===== src/rtl/wb_arbiter_pkg.sv =====
// -----------------------------------------------------------------------------
// wb_arbiter_pkg
//   Shared constants, the per-FU result entry type and the round-robin index
//   helper used by the writeback arbiter and its per-FU result FIFOs.
// -----------------------------------------------------------------------------
package wb_arbiter_pkg;

    localparam int FU_NUM    = 4;                  // functional-unit result sources
    localparam int PHYS_REGS = 64;                 // physical register count
    localparam int PHYS_W    = $clog2(PHYS_REGS);  // physical tag width
    localparam int DW        = 32;                 // data width
    localparam int EPOCH_W   = 2;                  // epoch tag width
    localparam int DEPTH     = 4;                  // per-FU FIFO entries (power of 2, >= 2)

    localparam int PTR_W = $clog2(DEPTH);
    localparam int CNT_W = PTR_W + 1;
    localparam int FU_W  = $clog2(FU_NUM);

    // One queued result. valid=0 marks a stale result that is dropped silently.
    typedef struct packed {
        logic               valid;
        logic [PHYS_W-1:0]  pd;
        logic [DW-1:0]      data;
        logic [EPOCH_W-1:0] epoch;
    } wb_entry_t;

    // (base + off) mod FU_NUM, used to walk the round-robin scan order.
    function automatic logic [FU_W-1:0] rr_idx(input logic [FU_W-1:0] base, input int off);
        int sum;
        sum = 32'(base) + off;
        return FU_W'(sum % FU_NUM);
    endfunction

endpackage


===== src/rtl/wb_arbiter_if.sv =====
// -----------------------------------------------------------------------------
// wb_arbiter_if
//   Bundles the FU result inputs, the recovery (flush) event and the PRF
//   writeback handshake.
//   master : the arbiter (drives fu_ready and wb_*)
//   slave  : the environment (FUs, recovery logic, PRF write port)
// -----------------------------------------------------------------------------
interface wb_arbiter_if;
    import wb_arbiter_pkg::*;

    logic [FU_NUM-1:0]               fu_valid;
    logic [FU_NUM-1:0]               fu_ready;
    logic [FU_NUM-1:0][PHYS_W-1:0]   fu_pd;
    logic [FU_NUM-1:0][DW-1:0]       fu_data;
    logic [FU_NUM-1:0][EPOCH_W-1:0]  fu_epoch;

    logic                            flush_valid;
    logic [EPOCH_W-1:0]              flush_epoch;

    logic                            wb_valid;
    logic                            wb_ready;
    logic [PHYS_W-1:0]               wb_pd;
    logic [DW-1:0]                   wb_data;
    logic [EPOCH_W-1:0]              wb_epoch;

    modport master (
        input  fu_valid, fu_pd, fu_data, fu_epoch, flush_valid, flush_epoch, wb_ready,
        output fu_ready, wb_valid, wb_pd, wb_data, wb_epoch
    );

    modport slave (
        output fu_valid, fu_pd, fu_data, fu_epoch, flush_valid, flush_epoch, wb_ready,
        input  fu_ready, wb_valid, wb_pd, wb_data, wb_epoch
    );

endinterface


===== src/rtl/wb_arbiter_fifo.sv =====
// -----------------------------------------------------------------------------
// wb_arbiter_fifo
//   DEPTH-entry result FIFO for one functional unit, with a bulk epoch
//   invalidate used on recovery.
//   clk, rst_n      clock, synchronous active-low reset (pointers/count only)
//   push_i, entry_i write one entry (caller guarantees not full)
//   pop_i           drop the head (caller guarantees not empty)
//   flush_i         clear valid on every entry whose epoch != flush_epoch_i
//   head_o, count_o head entry (meaningful when count_o != 0), occupancy
// -----------------------------------------------------------------------------
module wb_arbiter_fifo
    import wb_arbiter_pkg::*;
(
    input  logic               clk,
    input  logic               rst_n,
    input  logic               push_i,
    input  wb_entry_t          entry_i,
    input  logic               pop_i,
    input  logic               flush_i,
    input  logic [EPOCH_W-1:0] flush_epoch_i,
    output wb_entry_t          head_o,
    output logic [CNT_W-1:0]   count_o
);

    wb_entry_t          mem_q [DEPTH];
    logic [PTR_W-1:0]   wr_ptr_q;
    logic [PTR_W-1:0]   rd_ptr_q;
    logic [CNT_W-1:0]   count_q;

    // NOTE: sequential state uses non-blocking assignments so every register
    // samples the pre-edge values of the others.
    always_ff @(posedge clk) begin
        if (!rst_n) begin
            wr_ptr_q <= '0;
            rd_ptr_q <= '0;
            count_q  <= '0;
        end else begin
            // Pointers wrap naturally modulo DEPTH.
            if (push_i) wr_ptr_q <= wr_ptr_q + 1'b1;
            if (pop_i)  rd_ptr_q <= rd_ptr_q + 1'b1;
            count_q <= count_q + CNT_W'(push_i) - CNT_W'(pop_i);
        end
    end

    // NOTE: the storage array is deliberately not reset; count_q gates every
    // use of it, so stale contents after reset are never observed.
    always_ff @(posedge clk) begin
        for (int i = 0; i < DEPTH; i++) begin
            if (flush_i && (mem_q[i].epoch != flush_epoch_i)) mem_q[i].valid <= 1'b0;
        end
        if (push_i) mem_q[wr_ptr_q] <= entry_i;
    end

    assign head_o  = mem_q[rd_ptr_q];
    assign count_o = count_q;

endmodule


===== src/rtl/wb_arbiter.sv =====
// -----------------------------------------------------------------------------
// wb_arbiter
//   Collects results from FU_NUM functional units through per-FU FIFOs and
//   issues at most one PRF writeback per cycle from a registered output stage,
//   granting round-robin. Results from stale epochs are accepted but dropped.
//   clk    clock
//   rst_n  synchronous active-low reset
//   bus    wb_arbiter_if.master: fu_* inputs / fu_ready, flush_*, wb_* handshake
//   Build option: define WB_BYPASS_EN to let a result arriving at an empty
//   FIFO be granted straight into the output stage (1-cycle minimum latency).
// -----------------------------------------------------------------------------
module wb_arbiter
    import wb_arbiter_pkg::*;
(
    input  logic          clk,
    input  logic          rst_n,
    wb_arbiter_if.master  bus
);

    wb_entry_t          in_entry [FU_NUM];
    wb_entry_t          head     [FU_NUM];
    logic [CNT_W-1:0]   count    [FU_NUM];
    logic [FU_NUM-1:0]  push, pop, fifo_ready, head_req, byp_req, cand;

    logic               load_en;
    logic               gnt_valid;
    logic [FU_W-1:0]    gnt_idx;
    logic [PHYS_W-1:0]  gnt_pd;
    logic [DW-1:0]      gnt_data;
    logic [EPOCH_W-1:0] gnt_epoch;

    logic [EPOCH_W-1:0] cur_epoch_q;
    logic [FU_W-1:0]    rr_ptr_q;
    logic               wb_valid_q;
    logic [PHYS_W-1:0]  wb_pd_q;
    logic [DW-1:0]      wb_data_q;
    logic [EPOCH_W-1:0] wb_epoch_q;

    // Request generation.
    // NOTE: every signal written in always_comb gets a default first, so no
    // path leaves it unassigned and no latch is inferred.
    always_comb begin
        load_en = (!wb_valid_q || bus.wb_ready) && !bus.flush_valid;
        for (int i = 0; i < FU_NUM; i++) begin
            // A result pushed during a flush cycle is already stale.
            in_entry[i] = '{valid: (bus.fu_epoch[i] == cur_epoch_q) && !bus.flush_valid,
                            pd:    bus.fu_pd[i],
                            data:  bus.fu_data[i],
                            epoch: bus.fu_epoch[i]};
            // Full means no push, even if the head pops this cycle.
            fifo_ready[i] = (count[i] != CNT_W'(DEPTH));
            head_req[i]   = (count[i] != '0) && head[i].valid;
`ifdef WB_BYPASS_EN
            byp_req[i]    = (count[i] == '0) && bus.fu_valid[i] && (bus.fu_epoch[i] == cur_epoch_q);
`else
            byp_req[i]    = 1'b0;
`endif
            cand[i]       = head_req[i] || byp_req[i];
        end
    end

    // Round-robin pick: scan backwards so the requester closest to rr_ptr wins.
    always_comb begin
        gnt_valid = 1'b0;
        gnt_idx   = '0;
        for (int k = FU_NUM - 1; k >= 0; k--) begin
            if (load_en && cand[rr_idx(rr_ptr_q, k)]) begin
                gnt_valid = 1'b1;
                gnt_idx   = rr_idx(rr_ptr_q, k);
            end
        end
    end

    // Grant source mux plus per-FIFO push/pop. byp_req implies an empty FIFO,
    // so a bypass grant never pops and its result is never enqueued.
    always_comb begin
        gnt_pd    = head[gnt_idx].pd;
        gnt_data  = head[gnt_idx].data;
        gnt_epoch = head[gnt_idx].epoch;
        if (byp_req[gnt_idx]) begin
            gnt_pd    = in_entry[gnt_idx].pd;
            gnt_data  = in_entry[gnt_idx].data;
            gnt_epoch = in_entry[gnt_idx].epoch;
        end
        for (int i = 0; i < FU_NUM; i++) begin
            pop[i]  = (count[i] != '0) &&
                      (!head[i].valid || (gnt_valid && (gnt_idx == FU_W'(i))));
            push[i] = bus.fu_valid[i] && fifo_ready[i] &&
                      !(gnt_valid && (gnt_idx == FU_W'(i)) && byp_req[i]);
        end
    end

    for (genvar g = 0; g < FU_NUM; g++) begin : g_fifo
        wb_arbiter_fifo u_fifo (
            .clk           (clk),
            .rst_n         (rst_n),
            .push_i        (push[g]),
            .entry_i       (in_entry[g]),
            .pop_i         (pop[g]),
            .flush_i       (bus.flush_valid),
            .flush_epoch_i (bus.flush_epoch),
            .head_o        (head[g]),
            .count_o       (count[g])
        );
    end

    // Output stage, current epoch and round-robin pointer.
    always_ff @(posedge clk) begin
        if (!rst_n) begin
            cur_epoch_q <= '0;
            rr_ptr_q    <= '0;
            wb_valid_q  <= 1'b0;
            wb_pd_q     <= '0;
            wb_data_q   <= '0;
            wb_epoch_q  <= '0;
        end else if (bus.flush_valid) begin
            cur_epoch_q <= bus.flush_epoch;
            // A stale output is retracted even under backpressure; a current
            // one retires normally if accepted, otherwise keeps waiting.
            if (bus.wb_ready || (wb_epoch_q != bus.flush_epoch)) wb_valid_q <= 1'b0;
        end else if (load_en) begin
            wb_valid_q <= gnt_valid;
            if (gnt_valid) begin
                wb_pd_q    <= gnt_pd;
                wb_data_q  <= gnt_data;
                wb_epoch_q <= gnt_epoch;
                rr_ptr_q   <= rr_idx(gnt_idx, 1);
            end
        end
    end

    assign bus.fu_ready = fifo_ready;
    assign bus.wb_valid = wb_valid_q;
    assign bus.wb_pd    = wb_pd_q;
    assign bus.wb_data  = wb_data_q;
    assign bus.wb_epoch = wb_epoch_q;

endmodule


===== src/flat_wrapper.sv =====
// flat-port wrapper written by rule: the top's interface ports become plain ports
module wb_arbiter_flat import wb_arbiter_pkg::*;
  (clk, rst_n, bus_fu_valid, bus_fu_pd, bus_fu_data, bus_fu_epoch, bus_flush_valid, bus_flush_epoch, bus_wb_ready, bus_fu_ready, bus_wb_valid, bus_wb_pd, bus_wb_data, bus_wb_epoch);
  wb_arbiter_if bus_i ();
  input  logic clk;
  input  logic rst_n;
  input wire logic [$bits(bus_i.fu_valid)-1:0] bus_fu_valid;
  input wire logic [$bits(bus_i.fu_pd)-1:0] bus_fu_pd;
  input wire logic [$bits(bus_i.fu_data)-1:0] bus_fu_data;
  input wire logic [$bits(bus_i.fu_epoch)-1:0] bus_fu_epoch;
  input wire logic [$bits(bus_i.flush_valid)-1:0] bus_flush_valid;
  input wire logic [$bits(bus_i.flush_epoch)-1:0] bus_flush_epoch;
  input wire logic [$bits(bus_i.wb_ready)-1:0] bus_wb_ready;
  output wire logic [$bits(bus_i.fu_ready)-1:0] bus_fu_ready;
  output wire logic [$bits(bus_i.wb_valid)-1:0] bus_wb_valid;
  output wire logic [$bits(bus_i.wb_pd)-1:0] bus_wb_pd;
  output wire logic [$bits(bus_i.wb_data)-1:0] bus_wb_data;
  output wire logic [$bits(bus_i.wb_epoch)-1:0] bus_wb_epoch;
  assign bus_i.fu_valid = bus_fu_valid;
  assign bus_i.fu_pd = bus_fu_pd;
  assign bus_i.fu_data = bus_fu_data;
  assign bus_i.fu_epoch = bus_fu_epoch;
  assign bus_i.flush_valid = bus_flush_valid;
  assign bus_i.flush_epoch = bus_flush_epoch;
  assign bus_i.wb_ready = bus_wb_ready;
  assign bus_fu_ready = bus_i.fu_ready;
  assign bus_wb_valid = bus_i.wb_valid;
  assign bus_wb_pd = bus_i.wb_pd;
  assign bus_wb_data = bus_i.wb_data;
  assign bus_wb_epoch = bus_i.wb_epoch;
  wb_arbiter u_core (.clk(clk), .rst_n(rst_n), .bus(bus_i));
endmodule

===== config.mk =====
export PLATFORM = sky130hd
export DESIGN_NAME = wb_arbiter_flat
export DESIGN_NICKNAME = d
export VERILOG_FILES = /design/src/rtl/wb_arbiter_pkg.sv /design/src/rtl/wb_arbiter_if.sv /design/src/rtl/wb_arbiter_fifo.sv /design/src/rtl/wb_arbiter.sv /design/src/flat_wrapper.sv
export SDC_FILE = /design/constraint.sdc
export NUM_CORES = 1
export LEC_CHECK = 0
export CAP_MARGIN = 20
export CORE_ASPECT_RATIO = 0.9
export CORE_MARGIN = 4
export CORE_UTILIZATION = 53
export DETAILED_ROUTE_END_ITERATION = 6
export GPL_TIMING_DRIVEN = 1
export PLACE_DENSITY = 0.76
export SLEW_MARGIN = 20
export SYNTH_ARGS = -nofsm -noshare
export SYNTH_HDL_FRONTEND = slang
export SYNTH_SLANG_ARGS = --single-unit

===== constraint.sdc =====
create_clock -name clk -period 3.8 [get_ports clk]
set_input_delay 0.57 -clock clk [delete_from_list [all_inputs] [get_ports clk]]
set_output_delay 0.57 -clock clk [all_outputs]
set_load 0.02 [all_outputs]

; ---- Word level (Yosys, flattened, before mapping)
; Memories as Yosys holds them, arrays and structs flattened. A register that Yosys moved wholly into a read port is not among the register bits.
; Cells that the tools add are included.
[totals]
word_cells = 218
ramBits = 656
regBits = 73
n_memories = 4
inputBits = 170
[memory_table]
columns = memory, depth, word_bits, rd, rd_ports_with_merged_regs, write_ports, line
row1 = u_core.g_fifo[0].u_fifo.mem_q, 4, 41, 5, 1, 5, wb_arbiter_fifo.sv:25  ; wb_entry_t mem_q [DEPTH];
row2 = u_core.g_fifo[1].u_fifo.mem_q, 4, 41, 5, 1, 5, wb_arbiter_fifo.sv:25
row3 = u_core.g_fifo[2].u_fifo.mem_q, 4, 41, 5, 1, 5, wb_arbiter_fifo.sv:25
row4 = u_core.g_fifo[3].u_fifo.mem_q, 4, 41, 5, 1, 5, wb_arbiter_fifo.sv:25
[op_classes]
order_cmp = 6
reduce_logical = 61
bitwise_logic = 2
muxes = 78
n_eq_ne = 29
n_addsub = 20
[op_table]
columns = cell, n
row1 = $bmux W41 S2, 2
row2 = $mux W40, 4
row3 = $mux W1, 52
row4 = $logic_and A1 B1 Y1, 41
row5 = $ne A2 B2 Y1, 17
row6 = $mux W32, 1
row7 = $mux W2, 13
row8 = $add A2 B1 Y2 const B, 10
row9 = $lt A2 B3 Y1 const B, 5
row10 = $add A3 B1 Y3, 4
row11 = $ne A3 B3 Y1 const B, 4
row12 = $reduce_bool A3 Y1, 4
row13 = $sub A3 B1 Y3, 4
row14 = $bmux W1 S2, 5
row15 = $eq A2 B2 Y1, 4
row16 = $logic_not A1 Y1, 6
row17 = $logic_or A1 B1 Y1, 6
row18 = $mux W6, 1
row19 = $add A2 B2 Y2 const B, 2
row20 = $eq A2 B2 Y1 const B, 2
row21 = $ge A3 B3 Y1 const B, 1
row22 = $not A2 Y3, 1
row23 = $reduce_and A3 Y1, 1
row24 = $eq A2 B1 Y1 const B, 1
row25 = 5 further kinds, 5

; ---- Longest topological paths before layout
[depth]
word_depth = 15
depth_mapped = 18
mapped_depth_nobuf = 15

; ---- Cells and area by module
; A second synthesis with hierarchy kept.
[hier_totals]
hier_cells = 1568
hier_area_um2 = 29329.4
[modules_own_cells]
columns = module, cells_each, instances, seq_area_each_um2, area_per_inst_um2
row1 = wb_arbiter_fifo (u_core.g_fifo[0].u_fifo ...), 277, 3, 5104.9, 6541.3
row2 = wb_arbiter_fifo (u_core.g_fifo[3].u_fifo), 276, 1, 5104.9, 6537.5
row3 = wb_arbiter, 461, 1, 900.9, 3168.0

; ---- Least setup slack after synthesis
; No wires, ideal clock.
[synth_timing]
path_type = reg2reg
start = register (tool-made name)
end = register u_core.g_fifo[0].u_fifo.count_q[2]
arrival_ns = 3.421
setup_time_ns = 0.128
period_less_slack_ns = 3.549
path_buffers = 2
stages_incl_launch_ff = 16
setup_slack_ns = 0.251
cell_sequence = dfxtp_1 > clkbuf_1 > mux4_2 > and2_1 > a211o_1 > a31o_2 > buf_2 > nand4_1 > o21ai_0 > ha_1 > inv_1 > ha_1 > fa_1 > xnor2_1 > xnor2_1 > nor2_1
[synth_rtl]
columns = item, line
row1 = "end signal, assigned", wb_arbiter_fifo.sv:41  ; count_q <= count_q + CNT_W'(push_i) - CNT_W'(pop_i);
row2 = "end, declared", wb_arbiter_fifo.sv:28  ; logic [CNT_W-1:0] count_q;

==> run summary <==
Die width - 254 um
Top-level I/O count - 215
Via-to-Cell Ratio - 5.94
# DRC - 0
Number of fill cells in the layout - 3670
Largest net degree at the start of global routing - 61
Dpl hpwl - 40.9 mm
DRT Pass-1 Iters - 5
Crit. End Element - flip-flop
Tot GR Track Use - 22.2%
Post-CTS Hold Buffers - 0
H-tree depth - 3
Die area - 0.0583 sq mm
CTS max path bufs - 3
Crit path kind - reg -> reg
Core Footprint - 0.0535 sq mm
Fmax - 278 MHz
Initial antenna violation count - 7
Total wire length - 64.0 mm
# clock sinks - 737
Critical path launch point type - flip-flop
Synth warnings - 0
Post-Syn Area - 0.0289 sq mm
Seq/Total Area, Yosys - 73.8%
Port Buf Inserts - 214
Period minus WS final - 3590 ps
Synthesized flop and latch total - 737
CTS buffer count - 73
Flop2flop setup slack - 210 ps
Crit Path Max Fanout - 8
CTS tree - yes
Placer Congestion - 0.849
Reg2Reg Depth - 13
Peak supply drop - 0.421 mV
Pwr/cell area - 700 mW/mm^2
DP Worst Slack - 161 ps
Final nets - 1936
Area Overhead vs Synth - 18.8%
Clock Skew - 18.8 ps
Rows - 80
Post-DR wirelength/cell - 25.6 um
Die H - 229 um
Post-synth ARST share - 0%
CTS clk-pin slew, worst paths - 60 ps
WP data arrival - 4040 ps
Post-route ant nets - 0
Most common cell after layout, fill and taps aside - edfxtp_1
Grt ovf - 0
Synth Instances - 1501
Vias in the first global route - 15162
Worst EP required - 4250 ps
Final period util - 94.5%
Post-synthesis net count - 1699
DR vias - 14843
EDFF count, synth - 656
RSZ-0062 raised after global routing - no
DR iter-0 viols - 1282
Status - finished, final reports clean
HP Class - reg -> reg
Hold Fails Final Rpt - 0
Global-route wire length before repair - 96.3 mm
R2r endpoint - u_core.g_fifo[0].u_fifo.count_o[2]
Slew Limit Fails - 0
Synth Flop Type - edfxtp_1
Most frequent cells in the layout - 656 x edfxtp_1, 211 x clkdlybuf4s50_1, 164 x mux4_2
Share of cells above drive strength 1 - 17.8%
Max Cap Violations - 0
Slew HR - 39.5%
LEAKAGE - 0.0114 uW
Unique masters post-synth - 46
Post-Route Setup TNS - 0 ps
Setup bufs post-CTS - 0
Worst Setup EP - u_core.g_fifo[0].u_fifo.count_o[2]
Syn Area/Cell - 19.2 sq um
Initial Util - 54.0%
Worst-Skew Late Latency - 610 ps
Root buf cell - clkbuf_16
Slew @ Worst Pin - 907 ps
Setup violators final - 0
Worst setup margin - 209 ps
PostCTS Resize Cnt - 0
-- power by group --
group          switching, uW  total, uW  internal [uW]
Clock                   2900       7180           4290
Combinational           3670       6480           2810
Sequential               388      10300           9960
Total                   6950      24000          17100
-- flip-flops by register name (all words and copies together) (netlist names), named ones only --
| signal | count |
|---|---|
| u_core.bus.wb_data | 32 |
| u_core.bus.wb_epoch | 2 |
| u_core.bus.wb_pd | 6 |
| u_core.bus.wb_valid | 1 |
| u_core.cur_epoch_q | 2 |
| u_core.g_fifo.u_fifo.count_o | 12 |
| u_core.g_fifo.u_fifo.mem_q | 656 |
| u_core.g_fifo.u_fifo.rd_ptr_q | 8 |
| u_core.g_fifo.u_fifo.wr_ptr_q | 8 |
| u_core.rr_ptr_q | 2 |
-- metal layers --
metal	global-route usage (%)	share of wire, %	vias up
met5	0	0.078	-
met3	6.11	8.1	117
met4	6.62	3.0	8
li1	-	-	6520
met2	36.0	49	572
met1	30.0	39	7626
-- synth_stat cells, types with 2 or more instances --
cell	instances	share of area (%)
nor3_1	5	0.087
nand2_1	49	0.64
a211oi_1	57	1.5
dfxtp_1	81	5.6
o21a_1	2	0.052
o221ai_1	12	0.36
mux2i_1	63	2.2
mux4_2	164	13
nand4_1	2	0.043
nand2b_1	7	0.15
and3_1	29	0.63
fa_1	4	0.28
and2_1	13	0.28
buf_1	3	0.039
nand3_1	22	0.38
edfxtp_1	656	68
buf_2	7	0.12
or3_1	8	0.17
o211ai_1	2	0.052
clkbuf_1	73	0.95
xnor2_1	11	0.33
o21ai_0	48	0.83
buf_4	5	0.13
a21oi_1	8	0.14
a31oi_1	2	0.043
inv_1	44	0.57
ha_1	24	1.0
xor2_1	44	1.3
nor2_1	37	0.48
o2111ai_1	3	0.091
-- per-stage QoR --
step | hold WS, ps | util [%] | cell area, sq um | instances | total power, uW
floorplan | 445 | - | 28900 | 1501 | 14800
global placement | 451 | 59.6 | 31900 | 2360 | 16900
detailed placement | 456 | 59.6 | 31900 | 2360 | 17100
CTS | 473 | 64.1 | 34300 | 2496 | 24300
global route | 501 | 64.1 | 34300 | 2496 | 25100
finish | 471 | 64.2 | 34300 | 2500 | 24000
-- cell type report --
cell class | instances | area [sq um] | area share (%)
Tap cell | 697 | 872 | 2.54
Antenna cell | 4 | 10.0 | 0.0292
Clock buffer | 100 | 2110 | 6.14
Sequential cell | 737 | 21300 | 62.2
Timing Repair Buffer | 250 | 2460 | 7.17
Multi-Input combinational cell | 632 | 7030 | 20.5
Clock inverter | 36 | 315 | 0.920
Inverter | 44 | 165 | 0.482
-- cell families after synthesis --
group | after synthesis | synth area share, %
DFF | 737 | 73.8
muxes | 227 | 15.0
and+or+nand+nor | 177 | 2.99
AOI/OAI and AO/OA | 145 | 3.39
buffers and inverters | 132 | 1.81
xor gates and xnor gates | 55 | 1.67
adders and majority gates | 28 | 1.32
-- worst min path at each step --
stage	startpoint	endpoint	cells after the start
5_1_grt	u_core.g_fifo[1].u_fifo.rd_ptr_q[1]	flip-flop	2
2_1_floorplan	u_core.g_fifo[1].u_fifo.rd_ptr_q[1]	flip-flop	2
4_1_cts	u_core.g_fifo[1].u_fifo.rd_ptr_q[1]	flip-flop	2
6_report	u_core.g_fifo[0].u_fifo.rd_ptr_q[1]	flip-flop	2
3_5_place_dp	u_core.g_fifo[1].u_fifo.rd_ptr_q[1]	flip-flop	2
3_3_place_gp	u_core.g_fifo[3].u_fifo.rd_ptr_q[1]	flip-flop	2
-- worst max-delay path: stages, from the launching register on --
cell	delay, ps
dfxtp_2	340
mux4_2	600
and2_1	210
a211o_1	330
a31o_2	240
nand4_1	100
o21ai_0	220
ha_1	350
inv_1	40
ha_1	190
fa_1	400
xnor2_1	200
xnor2_1	150
nor2_1	60
No activity file was read; power rests on OpenSTA's default activity.
